==> config.mk <==
export PLATFORM = sky130hd
export DESIGN_NAME = pipe_stage_reg
export DESIGN_NICKNAME = d
export VERILOG_FILES = /design/src/rtl/pipe_stage_reg_pkg.sv /design/src/rtl/pipe_stage_reg_sat_counter.sv /design/src/rtl/pipe_stage_reg.sv
export SDC_FILE = /design/constraint.sdc
export NUM_CORES = 1
export LEC_CHECK = 0
export BUFFER_PORTS_ARGS = -buffer_cell sky130_fd_sc_hd__buf_2
export CAP_MARGIN = 20
export CORE_ASPECT_RATIO = 2
export CORE_MARGIN = 1.5
export CORE_UTILIZATION = 55
export CTS_CLUSTER_DIAMETER = 50
export DETAILED_ROUTE_END_ITERATION = 6
export HOLD_SLACK_MARGIN = 0.15
export MAX_ROUTING_LAYER = met4
export PLACE_DENSITY = 0.77
export RECOVER_POWER = 50
export SYNTH_ARGS = -nofsm -noshare
export SYNTH_HDL_FRONTEND = slang
export SYNTH_SLANG_ARGS = --single-unit
==> constraint.sdc <==
create_clock -name clk -period 4.1 [get_ports clk]
set_input_delay 0.615 -clock clk [delete_from_list [all_inputs] [get_ports clk]]
set_output_delay 0.615 -clock clk [all_outputs]
set_load 0.005 [all_outputs]
==> src/rtl/pipe_stage_reg_pkg.sv <==
// pipe_pkg: shared stage-register types, occupancy codes and standard payload clear masks
package pipe_pkg;
  typedef enum logic [1:0] {EMPTY = 2'd0, ONE = 2'd1, TWO = 2'd2} state_t;
  localparam logic [1:0] OCC_EMPTY = 2'd0;
  localparam logic [1:0] OCC_ONE   = 2'd1;
  localparam logic [1:0] OCC_TWO   = 2'd2;
  localparam int MASK_W = 160;
  function automatic logic [MASK_W-1:0] field_mask(input int lo, input int w);
    logic [MASK_W-1:0] m;
    m = '0;
    for (int i = 0; i < MASK_W; i++) m[i] = (i >= lo) && (i < lo + w);
    return m;
  endfunction
  localparam int IDEX_W       = 160;
  localparam int IDEX_PC_LO   = 0;
  localparam int IDEX_IMM_LO  = 32;
  localparam int IDEX_RS1_LO  = 64;
  localparam int IDEX_RS2_LO  = 96;
  localparam int IDEX_RD_LO   = 128;
  localparam int IDEX_CTRL_LO = 133;
  localparam int IDEX_CTRL_W  = 27;
  localparam logic [IDEX_W-1:0] IDEX_CLR_MASK =
    field_mask(IDEX_RD_LO, 5) | field_mask(IDEX_CTRL_LO, IDEX_CTRL_W);
  localparam int EXMEM_W        = 112;
  localparam int EXMEM_PC_LO    = 0;
  localparam int EXMEM_ALU_LO   = 32;
  localparam int EXMEM_STORE_LO = 64;
  localparam int EXMEM_RD_LO    = 96;
  localparam int EXMEM_CTRL_LO  = 101;
  localparam int EXMEM_CTRL_W   = 11;
  localparam logic [MASK_W-1:0] EXMEM_CLR_FULL =
    field_mask(EXMEM_RD_LO, 5) | field_mask(EXMEM_CTRL_LO, EXMEM_CTRL_W);
  localparam logic [EXMEM_W-1:0] EXMEM_CLR_MASK = EXMEM_CLR_FULL[EXMEM_W-1:0];
  localparam int MEMWB_W       = 72;
  localparam int MEMWB_RES_LO  = 0;
  localparam int MEMWB_PC_LO   = 32;
  localparam int MEMWB_RD_LO   = 64;
  localparam int MEMWB_CTRL_LO = 69;
  localparam int MEMWB_CTRL_W  = 3;
  localparam logic [MASK_W-1:0] MEMWB_CLR_FULL =
    field_mask(MEMWB_RD_LO, 5) | field_mask(MEMWB_CTRL_LO, MEMWB_CTRL_W);
  localparam logic [MEMWB_W-1:0] MEMWB_CLR_MASK = MEMWB_CLR_FULL[MEMWB_W-1:0];
endpackage

==> src/rtl/pipe_stage_reg_sat_counter.sv <==
// sat_counter: saturating up-counter with synchronous clear taking priority over increment
module sat_counter #(
  parameter int CNT_W = 16
) (
  input  logic             clk,
  input  logic             rst_n,
  input  logic             inc,
  input  logic             clr,
  output logic [CNT_W-1:0] count
);
  always_ff @(posedge clk or negedge rst_n) begin
    if (!rst_n) count <= '0;
    else if (clr) count <= '0;
    else if (inc && !(&count)) count <= count + 1'b1;
  end
endmodule

==> src/rtl/pipe_stage_reg.sv <==
// pipe_stage_reg: generic valid/ready pipeline stage with 2-entry skid buffer, hold, flush and perf counters
module pipe_stage_reg
  import pipe_pkg::*;
#(
  parameter int             W        = 160,
  parameter logic [W-1:0]   CLR_MASK = {W{1'b1}},
  parameter int             CNT_W    = 16
) (
  input  logic             clk,
  input  logic             rst_n,
  input  logic             in_valid,
  output logic             in_ready,
  input  logic [W-1:0]     in_data,
  output logic             out_valid,
  input  logic             out_ready,
  output logic [W-1:0]     out_data,
  input  logic             hold,
  input  logic             flush,
  output logic [1:0]       occupancy,
  output logic [CNT_W-1:0] xfer_cnt,
  output logic [CNT_W-1:0] bp_cnt,
  input  logic             cnt_clr
);
  state_t state;
  logic [W-1:0] main_q, skid_q;
  logic in_fire, out_fire;
  assign in_ready  = (state != TWO) && !hold;
  assign out_valid = (state != EMPTY) && !hold;
  assign in_fire   = in_valid && in_ready;
  assign out_fire  = out_valid && out_ready;
  assign out_data  = main_q;
  always_comb occupancy = (state == TWO) ? OCC_TWO : (state == ONE) ? OCC_ONE : OCC_EMPTY;
  always_ff @(posedge clk or negedge rst_n) begin
    if (!rst_n) begin
      state  <= EMPTY;
      main_q <= '0;
      skid_q <= '0;
    end else if (flush) begin
      state  <= EMPTY;
      main_q <= main_q & ~CLR_MASK;
      skid_q <= '0;
    end else if (state == EMPTY) begin
      if (in_fire) begin
        state  <= ONE;
        main_q <= in_data;
      end
    end else if (state == ONE) begin
      if (in_fire && out_fire) main_q <= in_data;
      else if (in_fire) begin
        state  <= TWO;
        skid_q <= in_data;
      end else if (out_fire) begin
        state  <= EMPTY;
        main_q <= main_q & ~CLR_MASK;
      end
    end else if (out_fire) begin
      state  <= ONE;
      main_q <= skid_q;
    end
  end
  sat_counter #(.CNT_W(CNT_W)) u_xfer (
    .clk   (clk),
    .rst_n (rst_n),
    .inc   (out_fire && !flush),
    .clr   (cnt_clr),
    .count (xfer_cnt)
  );
  sat_counter #(.CNT_W(CNT_W)) u_bp (
    .clk   (clk),
    .rst_n (rst_n),
    .inc   (out_valid && !out_ready && !flush),
    .clr   (cnt_clr),
    .count (bp_cnt)
  );
endmodule

==> reports/summary.log, run 1 <==
qor: setup_path.worst_path_dominant_cell_family compound AO/OA/AOI/OAI gates
qor: die.design.core.area 29400 sq um
qor: sta.final_worst_path_period_share 0.7221
qor: detailed_routing.drc_errors 0
qor: setup_path.reg2reg_setup_slack 1.14 ns
qor: sta.final-hold-violation-count 0
qor: die.fp.dieW 125.2 um
qor: cts.clockBufferDepth 3
qor: status.run_status finished, violations left
qor: die.rows 89
qor: global_route.grt_max_degree 175
qor: logic_synthesis.post_synth.cell_area_avg 9.929 sq um
qor: cts.clock_buffer_count_from_cts 34
qor: setup_path.regToRegStartpoint state[1]
qor: detailed_routing.totalWireLength 46.23 mm
qor: global_route.grt_most_used_layer met2
qor: sta.fmax 0.3378 GHz
qor: global_route.initial_antenna_violation_count 15
qor: die.die_area 30970 sq um
qor: detailed_routing.final_antenna_violating_net_count 0
qor: sta.slew_viol_final 187
qor: sta.timing.max_slew.rel_slack -0.5725
qor: setup_path.critical_path_arrival 3.39 ns
qor: logic_synthesis.postSynthNetCount 1823
qor: power.cellLeakagePower 0.008774 uW
qor: cts.cts_tree built
qor: logic_synthesis.syn_area 16420 sq um
qor: power.worst_ir_drop_vdd 0.3326 mV
qor: cts.cts_max_level 2
qor: sta.timing.setup.tns 0 ns
qor: setup_path.worst-path-stages 5
qor: detailed_routing.detailedRoute.firstIterationViolations 1167
qor: detailed_routing.via_per_inst 6.090
qor: placed_design.portBuffers 362
qor: min_path.hold_class in -> async
qor: logic_synthesis.synth.top_cell.area_share 0.5394
qor: sta.hold-worst-slack 0.1282 ns
qor: global_route.grt_pass1_vias 14104
qor: setup_path.critical_path_peak_fanout 65
qor: sta.timing.final.ws_setup 1.139 ns
qor: global_route.met2_usage 0.4783
qor: die.ios 363
qor: power.power.density 412.6 nW/um^2
qor: cells_and_area.design.final.nets 2094
qor: setup_path.crit_buf_inv 1
qor: logic_synthesis.synth_top_cells_by_area sky130_fd_sc_hd__dfrtp_1 (54%), sky130_fd_sc_hd__a221oi_2 (9.1%), sky130_fd_sc_hd__nand2_1 (7.5%), sky130_fd_sc_hd__a21oi_1 (5.6%), sky130_fd_sc_hd__nor2_1 (4.1%)
qor: die.effective_utilization_at_floorplan 0.5586
qor: cells_and_area.syn2layout_area_growth 18.18%
qor: sta.min_period 2.961 ns
qor: logic_synthesis.async_reset_ff_frac 1.000
qor: cts.worstSkewPairLatency 0.52 ns
qor: logic_synthesis.seq_area_frac_synth 0.5394
qor: sta.final-setup-viol-count 0
qor: detailed_routing.detail_route.wl_per_cell 19.84 um
qor: cts.cts_num_sinks 354
qor: cts.cts-root-buf sky130_fd_sc_hd__clkbuf_16
qor: cells_and_area.post_route_cells_drive_above_1_share 0.2793
qor: sta.grt_setup_unrepaired false
qor: sta.clock-skew-final 0.01384 ns
qor: logic_synthesis.synth_enable_flop_cells 0
qor: placed_design.pre_cts_slack 1.237 ns
qor: global_route.globalRouteTotalUtil 0.3028
qor: logic_synthesis.synth_commonest_cells sky130_fd_sc_hd__dfrtp_1 (354), sky130_fd_sc_hd__nand2_1 (326), sky130_fd_sc_hd__a21oi_1 (184)
qor: cts.clkTransAtPathRegs 0.07 ns
qor: run.cap_violations 3
qor: setup_path.slowest_cp_cell sky130_fd_sc_hd__dfrtp_4
qor: global_route.gr_met1_demand_resource 0.3680
qor: logic_synthesis.netlist.top_cell.by_area sky130_fd_sc_hd__dfrtp_1
qor: logic_synthesis.yosys_most_used_dff sky130_fd_sc_hd__dfrtp_1
qor: global_route.grt_pass1_wl 74.06 mm
qor: logic_synthesis.postSynthCellCount 1654
qor: die.die_height 247.4 um
qor: cts.postCtsSetupBuffers 0
qor: cts.cts_hold_buffers 0
qor: setup_path.worstPathCellList o21ai_0 -> a21o_4 -> buf_12 -> a221oi_1 -> nor3_1
qor: setup_path.crit_path_max_incr_delay 0.80 ns
qor: global_route.globalRouteMet3Util 0.05066
qor: cts.number_of_resized_instances_in_the_post_cts_repair_step 0
qor: detailed_routing.detail_route.first_pass.iterations 5
qor: setup_path.ff2ff_path_depth 5
qor: placed_design.gpl.final_weighted_congestion 0.8527
qor: setup_path.worst_ep_required_time 4.53 ns
qor: global_route.grt-ovfl-total 0
qor: logic_synthesis.count_of_warnings_emitted_by_yosys 0
qor: placed_design.detailedPlacementHpwl 28.75 mm
qor: setup_path.critical_path.endpoint out_data[82]
qor: logic_synthesis.yosysMostFrequentCell sky130_fd_sc_hd__dfrtp_1
qor: setup_path.reg2reg_to out_data[82]
qor: setup_path.worstSetupStartpointType register
qor: logic_synthesis.ys_types 46
qor: status.failing_checks capacitance limit, slew limit
qor: detailed_routing.via_count 14190
qor: setup_path.worst-setup-path-type reg -> reg
qor: setup_path.worst_setup_path_end_kind register
qor: logic_synthesis.synth-seq-cells 354
qor: setup_path.timing.critical_path.from state[1]
qor: sta.transition_at_the_pin_with_the_smallest_max_transition_slack 2.359 ns
-- cells by family after synthesis --
| group | after synthesis | share of synthesized area |
|---|---|---|
| compound gates | 377 | 0.1936 |
| fa+ha+maj | 2 | 0.001524 |
| buf+inv | 158 | 0.04670 |
| flops | 354 | 0.5394 |
| mux | 9 | 0.006172 |
| simple gates | 754 | 0.2126 |
-- worst min-delay path by stage --
stage                       start             end  slack, ns
floorplan                   rst_n     out_data[0]       0.32
global placement    out_data[131]   out_data[131]       0.50
detailed placement  out_data[157]   out_data[157]       0.51
CTS                         rst_n  u_bp.count[14]       0.21
global route                rst_n  u_bp.count[14]       0.21
finish                      rst_n  u_bp.count[15]       0.13
-- stage by stage --
step / util / cell area [sq um] / instances / total power, uW
after global placement: 0.6229 / 18310 / 2252 / 4764
final: 0.6602 / 19410 / 2330 / 8007
after detailed placement: 0.6229 / 18310 / 2252 / 4789
after global routing: 0.6602 / 19410 / 2330 / 8323
after CTS: 0.6630 / 19490 / 2314 / 8098
after floorplan: - / 16420 / 1654 / 4311
-- layout by cell type (no fill, tap or decap), types with 2 or more instances in the layout --
cell type,instances
sky130_fd_sc_hd__dfrtp_1,353
sky130_fd_sc_hd__nand2_1,326
sky130_fd_sc_hd__buf_2,303
sky130_fd_sc_hd__a21oi_1,184
sky130_fd_sc_hd__nor2_1,179
sky130_fd_sc_hd__nor3_1,129
sky130_fd_sc_hd__a221oi_2,100
sky130_fd_sc_hd__clkbuf_1,62
sky130_fd_sc_hd__a221oi_1,60
sky130_fd_sc_hd__clkbuf_16,37
sky130_fd_sc_hd__nor3_2,35
sky130_fd_sc_hd__diode_2,15
sky130_fd_sc_hd__nand3_1,14
sky130_fd_sc_hd__o31ai_1,14
sky130_fd_sc_hd__or4_1,14
sky130_fd_sc_hd__buf_4,13
sky130_fd_sc_hd__nor2b_1,12
sky130_fd_sc_hd__o21ai_0,10
sky130_fd_sc_hd__clkinv_2,10
sky130_fd_sc_hd__mux2_2,9
sky130_fd_sc_hd__nand4_1,8
sky130_fd_sc_hd__buf_12,7
sky130_fd_sc_hd__and3_1,6
sky130_fd_sc_hd__or3_1,6
sky130_fd_sc_hd__inv_1,5
sky130_fd_sc_hd__clkinvlp_4,5
sky130_fd_sc_hd__nor4_1,4
sky130_fd_sc_hd__clkbuf_8,4
sky130_fd_sc_hd__and4_1,3
sky130_fd_sc_hd__bufinv_16,3
sky130_fd_sc_hd__nand3b_1,2
sky130_fd_sc_hd__o21ba_1,2
sky130_fd_sc_hd__nor3b_1,2
sky130_fd_sc_hd__nor4b_1,2
sky130_fd_sc_hd__a21oi_4,2
sky130_fd_sc_hd__ha_1,2
sky130_fd_sc_hd__buf_8,2
sky130_fd_sc_hd__clkbuf_2,2
-- state kept, by name, summed over array words and instances (netlist names) --
register and count:
out_data 160, skid_q 160, state 2, u_bp.count 16
u_xfer.count 16
-- metal layers --
| layer | wire, um | part of all wire | vias to the layer above |
|---|---|---|---|
| met5 | 0 | 0 | - |
| met4 | 2813 | 0.061 | 0 |
| met3 | 2795 | 0.060 | 158 |
| met2 | 23220 | 0.50 | 583 |
| met1 | 17410 | 0.38 | 7007 |
| li1 | - | - | 6442 |
-- power breakdown --
| group | internal, uW | switching, uW | leakage, uW |
|---|---|---|---|
| clock network | 1910 | 1380 | 0.000577 |
| registers | 3640 | 112 | 0.00484 |
| logic | 338 | 618 | 0.00336 |
| total | 5890 | 2110 | 0.00877 |
-- layout make-up --
cell class	count	area [sq um]
Multi-Input combinational cell	1142	6830
Clock inverter	20	195.2
Clock buffer	42	984.7
Inverter	5	18.77
Tap cell	364	455.4
Antenna cell	15	37.54
Sequential cell	354	8862
Fill cell	2441	9991
Timing Repair Buffer	388	2023
No activity file was read; power rests on OpenSTA's default activity.
==> run 2: changes to the inputs <==
--- a/config.mk
+++ b/config.mk
@@ -9,12 +9,12 @@
 export CAP_MARGIN = 20
 export CORE_ASPECT_RATIO = 2
 export CORE_MARGIN = 1.5
-export CORE_UTILIZATION = 55
+export CORE_UTILIZATION = 49
 export CTS_CLUSTER_DIAMETER = 50
 export DETAILED_ROUTE_END_ITERATION = 6
 export HOLD_SLACK_MARGIN = 0.15
 export MAX_ROUTING_LAYER = met4
-export PLACE_DENSITY = 0.77
+export PLACE_DENSITY = 0.72
 export RECOVER_POWER = 50
 export SYNTH_ARGS = -nofsm -noshare
 export SYNTH_HDL_FRONTEND = slang
==> constraint.sdc (replaced) <==
create_clock -name clk -period 2.6 [get_ports clk]
set_input_delay 0.39 -clock clk [delete_from_list [all_inputs] [get_ports clk]]
set_output_delay 0.39 -clock clk [all_outputs]
set_load 0.005 [all_outputs]
==> run 2 against run 1 <==
Compared with the run above:
- the flow still finishes with violations (capacitance limit, slew limit)
- clock power is 52% higher
- cell count is 9.4% higher
- sequential power is 58% higher
- power is 58% higher
- maximum frequency is 25% higher
- routed wire length is 8.7% higher
- clock skew hardly changed
- register-to-register slack worse by 0.91 ns
- non-clock buffer count is 164 higher
- combinational power is 85% higher
- critical path depth stayed put
- sequential share of layout area is 3.7 points lower
- highest routed layer unchanged
==> reports/summary.log, run 2 (same netlist as run 1, synthesis figures left out) <==
qor: cells_and_area.layout_common_cells sky130_fd_sc_hd__dfrtp_1 (353), sky130_fd_sc_hd__nand2_1 (326), sky130_fd_sc_hd__buf_2 (285) [was sky130_fd_sc_hd__dfrtp_1 (353), sky130_fd_sc_hd__nand2_1 (326), sky130_fd_sc_hd__buf_2 (303)]
qor: global_route.globalRouteTotalUtil 0.2897 [was 0.3028]
qor: cts.cts_num_sinks 354 [unchanged]
qor: detailed_routing.via_count 14940 [was 14190]
qor: sta.slew_viol_final 58 [was 187]
qor: die.effective_utilization_at_floorplan 0.4987 [was 0.5586]
qor: setup_path.critical_path_peak_fanout 49 [was 65]
qor: setup_path.timing.critical_path.from state[1] [unchanged]
qor: sta.min_period 2.374 ns [was 2.961 ns]
qor: power.worst_ir_drop_vdd 0.4784 mV [was 0.3326 mV]
qor: cells_and_area.syn2layout_area_growth 28.63% [was 18.18%]
qor: setup_path.ff2ff_path_depth 5 [unchanged]
qor: cells_and_area.post_route_cells_drive_above_1_share 0.2492 [was 0.2793]
qor: die.rows 94 [was 89]
qor: power.cellInternalPower 9344 uW [was 5893 uW]
qor: cts.cts-root-buf sky130_fd_sc_hd__clkbuf_16 [unchanged]
qor: detailed_routing.drc_errors 0 [unchanged]
qor: die.fp.dieW 132.5 um [was 125.2 um]
qor: placed_design.detailedPlacementHpwl 29.49 mm [was 28.75 mm]
qor: die.die_area 34690 sq um [was 30970 sq um]
qor: cells_and_area.design.final.nets 2258 [was 2094]
qor: sta.clock-skew-final 0.01335 ns [was 0.01384 ns]
qor: detailed_routing.final_antenna_violating_net_count 0 [unchanged]
qor: global_route.grt_max_degree 199 [was 175]
qor: setup_path.worst_ep_required_time 3.01 ns [was 4.53 ns]
qor: cells_and_area.num-fill-cells 2603 [was 2441]
qor: cells_and_area.layoutNonFillerInstCount 2548 [was 2330]
qor: detailed_routing.detail_route.wl_per_cell 19.72 um [was 19.84 um]
qor: cts.cts_max_level 2 [unchanged]
qor: placed_design.gpl.final_weighted_congestion 0.8377 [was 0.8527]
qor: global_route.grt_pass1_wl 78.92 mm [was 74.06 mm]
qor: cts.worstSkewPairLatency 0.52 ns [about the same]
qor: global_route.grt_pass1_vias 14852 [was 14104]
qor: cells_and_area.commonest_non_fill_non_tap_cell_in_the_layout sky130_fd_sc_hd__dfrtp_1 [unchanged]
qor: die.ios 363 [unchanged]
qor: cts.number_of_resized_instances_in_the_post_cts_repair_step 0 [unchanged]
qor: power.power.sequential.fraction 0.466 [was 0.469]
qor: sta.final-setup-viol-count 0 [unchanged]
qor: sta.transition_at_the_pin_with_the_smallest_max_transition_slack 1.704 ns [was 2.359 ns]
qor: cts.postCtsSetupBuffers 0 [unchanged]
qor: run.cap_violations 1 [was 3]
qor: setup_path.slowest_cp_cell sky130_fd_sc_hd__dfrtp_4 [unchanged]
qor: setup_path.worst-setup-path-type reg -> reg [unchanged]
qor: detailed_routing.detail_route.first_pass.iterations 6 [was 5]
qor: die.die_height 261.9 um [was 247.4 um]
qor: detailed_routing.totalWireLength 50.24 mm [was 46.23 mm]
qor: setup_path.worst_setup_path_end_kind register [unchanged]
qor: cts.clock_buffer_count_from_cts 34 [unchanged]
qor: sta.timing.setup.tns 0 ns [unchanged]
qor: sta.fmax 0.4212 GHz [was 0.3378 GHz]
qor: setup_path.worstPathCellList o21ai_0 -> a21o_4 -> buf_12 -> a221oi_1 -> nor3_1 [unchanged]
qor: detailed_routing.detailedRoute.firstIterationViolations 1276 [was 1167]
qor: sta.final-hold-violation-count 0 [unchanged]
qor: sta.grt_setup_unrepaired false [unchanged]
qor: placed_design.portBuffers 362 [unchanged]
qor: setup_path.worstSetupStartpointType register [unchanged]
qor: cts.clockBufferDepth 3 [unchanged]
qor: detailed_routing.via_per_inst 5.863 [was 6.090]
qor: global_route.initial_antenna_violation_count 3 [was 15]
qor: setup_path.critical_path_arrival 2.78 ns [was 3.39 ns]
qor: die.design.core.area 32930 sq um [was 29400 sq um]
qor: min_path.min-delay-start in_data[39]
qor: setup_path.regToRegStartpoint state[1] [unchanged]
qor: status.failing_checks capacitance limit, slew limit [unchanged]
qor: global_route.grt-ovfl-total 0 [unchanged]
qor: cts.cts_tree built [unchanged]
qor: status.run_status finished, violations left [unchanged]
qor: sta.final_worst_path_period_share 0.9132 [was 0.7221]
qor: cts.clkTransAtPathRegs 0.06 ns [was 0.07 ns]
qor: power.clockPowerShare 0.394 [was 0.412]
qor: power.power.density 600.5 nW/um^2 [was 412.6 nW/um^2]
qor: setup_path.crit_path_max_incr_delay 0.56 ns [was 0.80 ns]
qor: power.comb_power_share 0.139 [was 0.119]
qor: power.cellLeakagePower 0.009413 uW [was 0.008774 uW]
qor: cts.cts_hold_buffers 157 [was 0]
qor: power.switching_share 0.2633 [was 0.2641]
qor: power.switching_power 3340 uW [was 2114 uW]
qor: placed_design.dp_cells 2328 [was 2252]
qor: sta.timing.max_slew.rel_slack -0.1360 [was -0.5725]
qor: min_path.hold_class in -> reg [was in -> async]
qor: min_path.min_delay_path_depth 3
## run 2: changes by cell type in the layout (fill, tap and decap cells not counted), sizes merged, moves of 4 or more
cell	delta
clkinv	-6
diode	-10
buf	-10
clkbuf	+26
dlygate4sd3	+157
clkinvlp	-4
## run 2: final timing paths
| kind | endpoint | slack, ns |
|---|---|---|
| max in group asynchronous | out_data[110] | 0.42 |
| min in group asynchronous | u_bp.count[10] | 0.86 |
| min reg2reg | skid_q[77] | 0.52 |
| min | skid_q[39] | 0.17 |
| max | out_data[126] | 0.23 |
| max reg2reg | out_data[126] | 0.23 |
## run 2: critical path, delay by kind of cell (launching register included)
family	cells	cell delay, ns
buffers and inverters	1	0.35
AO/OA/AOI/OAI	3	1.05
AND/OR/NAND/NOR	1	0.26
flip-flops	1	0.56
## run 2: metrics by stage
| step | hold WS (ns) | total power (uW) | instance area (sq um) | setup WS [ns] | utilization |
|---|---|---|---|---|---|
| floorplan | 0.09441 | 6798 | 16420 | 0.7585 | - |
| global placement | 0.3651 | 7558 | 18540 | 0.3067 | 0.5631 |
| detailed placement | 0.3786 | 7597 | 18540 | 0.2605 | 0.5631 |
| CTS | 0.1518 | 12800 | 21230 | 0.2426 | 0.6446 |
| global route | 0.1578 | 13140 | 21120 | 0.03576 | 0.6413 |
| finish | 0.1706 | 12680 | 21120 | 0.2256 | 0.6415 |
## run 2: layer usage
metal	share of wire	up-vias	track usage
li1	-	6747	-
met1	0.37	7391	0.3350
met2	0.51	628	0.4802
met3	0.059	174	0.04784
met4	0.060	0	0.1645
met5	0	-	-
## run 2: power by group through the flow
| stage | Sequential, uW | Clock [uW] | Combinational [uW] |
|---|---|---|---|
| floorplan | 5990 | 0 | 813 |
| global placement | 6000 | 0 | 1560 |
| detailed placement | 6010 | 0 | 1590 |
| CTS | 5910 | 5110 | 1790 |
| global route | 5930 | 5280 | 1930 |
| finish | 5910 | 5000 | 1770 |
## run 2: layout make-up
type	count	area (sq um)	share of cell area
Sequential cell	354	8862	0.4195
Antenna cell	5	12.51	0.0005923
Clock buffer	51	1049	0.04964
Timing Repair Buffer	552	3754	0.1777
Inverter	5	18.77	0.0008885
Tap cell	432	540.5	0.02559
Clock inverter	7	62.56	0.002962
Multi-Input combinational cell	1142	6825	0.3231
==> run 3: changes to the inputs <==
--- a/config.mk
+++ b/config.mk
@@ -8,7 +8,6 @@
 export BUFFER_PORTS_ARGS = -buffer_cell sky130_fd_sc_hd__buf_2
 export CAP_MARGIN = 20
 export CORE_ASPECT_RATIO = 2
-export CORE_MARGIN = 1.5
 export CORE_UTILIZATION = 49
 export CTS_CLUSTER_DIAMETER = 50
 export DETAILED_ROUTE_END_ITERATION = 6
==> run 3 against run 2 <==
Compared with the run above:
- the flow finishes with violations (DRC)
- sequential power barely moved
- via count is 1.7% higher
- die area shrank 1.1%
- non-clock buffer count up 7
- first-iteration DRC count fell by 7.1%
- power up 2.1%
- critical endpoint is now out_data[125]
- highest routed layer unchanged
==> reports/summary.log, run 3 (same netlist as run 1, synthesis figures left out) <==
qor: detailed_routing.detail_route.first_pass.iterations 7 [was 6]
qor: power.worst_ir_drop_vdd 0.5390 mV [was 0.4784 mV]
qor: cts.cts_max_level 2 [unchanged]
qor: cts.clock_buffer_count_from_cts 35 [was 34]
qor: setup_path.worst_setup_path_end_kind register [unchanged]
qor: setup_path.worst_ep_required_time 2.96 ns [was 3.01 ns]
qor: sta.transition_at_the_pin_with_the_smallest_max_transition_slack 1.416 ns [was 1.704 ns]
qor: placed_design.pre_cts_slack 0.3399 ns [was 0.2605 ns]
qor: detailed_routing.drc_errors 6 [was 0]
qor: cells_and_area.post_route_cells_drive_above_1_share 0.2524 [was 0.2492]
qor: setup_path.slowest_cp_cell sky130_fd_sc_hd__buf_4 [was sky130_fd_sc_hd__dfrtp_4]
qor: sta.slew_viol_final 0 [was 58]
qor: cells_and_area.num-fill-cells 2619 [was 2603]
qor: cts.number_of_resized_instances_in_the_post_cts_repair_step 0 [unchanged]
qor: cells_and_area.layout_common_cells sky130_fd_sc_hd__dfrtp_1 (353), sky130_fd_sc_hd__nand2_1 (326), sky130_fd_sc_hd__buf_2 (290) [was sky130_fd_sc_hd__dfrtp_1 (353), sky130_fd_sc_hd__nand2_1 (326), sky130_fd_sc_hd__buf_2 (285)]
qor: setup_path.critical_path_peak_fanout 74 [was 49]
qor: setup_path.crit_buf_inv 4 [was 1]
qor: setup_path.worstPathCellList dlygate4sd3_1 -> buf_8 -> buf_4 -> buf_4 -> nor3_1 [was o21ai_0 -> a21o_4 -> buf_12 -> a221oi_1 -> nor3_1]
qor: cts.cts-root-buf sky130_fd_sc_hd__clkbuf_16 [unchanged]
qor: setup_path.worst_path_most_repeated_cell sky130_fd_sc_hd__buf_4
qor: detailed_routing.totalWireLength 51.48 mm [was 50.24 mm]
qor: power.cellLeakagePower 0.009513 uW [was 0.009413 uW]
qor: die.die_height 260.9 um [was 261.9 um]
qor: sta.fmax 0.4258 GHz [was 0.4212 GHz]
qor: sta.grt_setup_unrepaired false [unchanged]
qor: placed_design.gpl.final_weighted_congestion 0.8365 [was 0.8377]
qor: sta.timing.final.ws_setup 0.2513 ns [was 0.2256 ns]
qor: sta.clock-skew-final 0.008264 ns [was 0.01335 ns]
qor: cts.worstSkewPairLatency 0.52 ns [about the same]
qor: cts.postCtsSetupBuffers 0 [unchanged]
qor: global_route.grt_max_degree 158 [was 199]
qor: cells_and_area.commonest_non_fill_non_tap_cell_in_the_layout sky130_fd_sc_hd__dfrtp_1 [unchanged]
qor: detailed_routing.detailedRoute.firstIterationViolations 1186 [was 1276]
qor: global_route.grt_pass1_wl 81.10 mm [was 78.92 mm]
qor: die.effective_utilization_at_floorplan 0.4987 [unchanged]
qor: placed_design.detailedPlacementHpwl 30.47 mm [was 29.49 mm]
qor: sta.min_period 2.349 ns [was 2.374 ns]
qor: detailed_routing.final_antenna_violating_net_count 0 [unchanged]
qor: cts.clkTransAtPathRegs 0.07 ns [was 0.06 ns]
qor: global_route.grt_pass1_vias 15152 [was 14852]
qor: detailed_routing.detail_route.wl_per_cell 20.13 um [was 19.72 um]
qor: setup_path.worst_path_dominant_cell_family buffers and inverters [was compound AO/OA/AOI/OAI gates]
qor: setup_path.crit_path_max_incr_delay 0.81 ns [was 0.56 ns]
qor: global_route.globalRouteTotalUtil 0.3051 [was 0.2897]
qor: cells_and_area.syn2layout_area_growth 29.84% [was 28.63%]
qor: setup_path.worst-setup-path-type in -> reg [was reg -> reg]
qor: cells_and_area.final_util 0.6475 [was 0.6415]
qor: detailed_routing.via_count 15201 [was 14940]
qor: setup_path.worstSetupStartpointType primary input [was register]
qor: sta.final-hold-violation-count 0 [unchanged]
qor: power.power.density 607.5 nW/um^2 [was 600.5 nW/um^2]
qor: cts.cts_num_sinks 354 [unchanged]
qor: min_path.hold_class in -> reg [unchanged]
qor: status.failing_checks DRC [was capacitance limit, slew limit]
qor: placed_design.portBuffers 362 [unchanged]
qor: cts.clockBufferDepth 3 [unchanged]
qor: die.rows 94 [unchanged]
qor: detailed_routing.via_per_inst 5.943 [was 5.863]
qor: sta.timing.setup.tns 0 ns [unchanged]
qor: sta.final_worst_path_period_share 0.9033 [was 0.9132]
qor: run.cap_violations 0 [was 1]
qor: setup_path.critical_path_arrival 2.71 ns [was 2.78 ns]
qor: die.die_area 34300 sq um [was 34690 sq um]
qor: die.ios 363 [unchanged]
qor: global_route.initial_antenna_violation_count 6 [was 3]
qor: sta.hold-worst-slack 0.2808 ns [was 0.1706 ns]
qor: global_route.grt-ovfl-total 0 [unchanged]
qor: cts.cts_tree built [unchanged]
qor: die.fp.dieW 131.5 um [was 132.5 um]
qor: status.run_status finished, violations left [unchanged]
qor: die.design.core.area 32930 sq um [unchanged]
qor: cells_and_area.design.final.nets 2266 [was 2258]
qor: sta.timing.max_slew.rel_slack 0.05577 [was -0.1360]
qor: sta.final-setup-viol-count 0 [unchanged]
## run 3: cell count changes in the layout (fill, tap and decap cells not counted), sizes merged
cell,before,now
clkbuf,131,124
bufinv,1,3
dlygate4sd3,157,162
buf,315,325
clkinvlp,1,0
diode,5,6
## run 3: through the flow
stage                     std cells  instance area (sq um)  total power (uW)
after floorplan                1654                  16420              6798
after global placement         2329                  18610              7575
after detailed placement       2329                  18610              7613
after CTS                      2550                  21390             13030
after global routing           2558                  21320             13390
final                          2558                  21320             12950
## run 3: cell type report
cell class                      instances  area [sq um]  share of cell area
Clock inverter                          8         118.9            0.005575
Multi-Input combinational cell       1142          6830              0.3203
Sequential cell                       354          8862              0.4156
Inverter                                5         18.77           0.0008802
Timing Repair Buffer                  559          3894              0.1826
Tap cell                              432         540.5             0.02535
Clock buffer                           52          1042             0.04888
Antenna cell                            6         15.01           0.0007042
## run 3: final timing paths
kind                       startpoint              to  slack (ns)  depth (start not counted)
max                             flush   out_data[125]        0.25                          5
min                          in_valid        state[0]        0.28                          3
max reg2reg                  state[1]   out_data[106]        0.28                          5
min reg2reg                skid_q[84]      skid_q[84]        0.52                          2
max in group asynchronous       rst_n      skid_q[82]        0.53                          3
min in group asynchronous       rst_n  u_bp.count[14]        0.73                          2
## run 3: power by group
group          switching [uW]  internal (uW)
Sequential                169           5740
Clock                    2160           3070
Combinational            1070            730
## run 3: metal layers
metal / wire [um] / track usage
met1: 19200 / 0.3542
met2: 25610 / 0.4927
met3: 2957 / 0.04409
met4: 3712 / 0.2038
met5: 0 / -
## run 3: worst reg2reg max path, stage by stage (launching register included)
cell and delay, ns:
sky130_fd_sc_hd__dfrtp_4 0.57, sky130_fd_sc_hd__o21ai_0 0.45, sky130_fd_sc_hd__a21o_4 0.46, sky130_fd_sc_hd__buf_12 0.27, sky130_fd_sc_hd__a221oi_1 0.13, sky130_fd_sc_hd__nor3_1 0.33
## run 3: repair_timing
item                                   in CTS  in global routing
setup endpoints to repair                   0                  0
hold buffers                              161                  1
endpoints found under the hold margin     237                  1
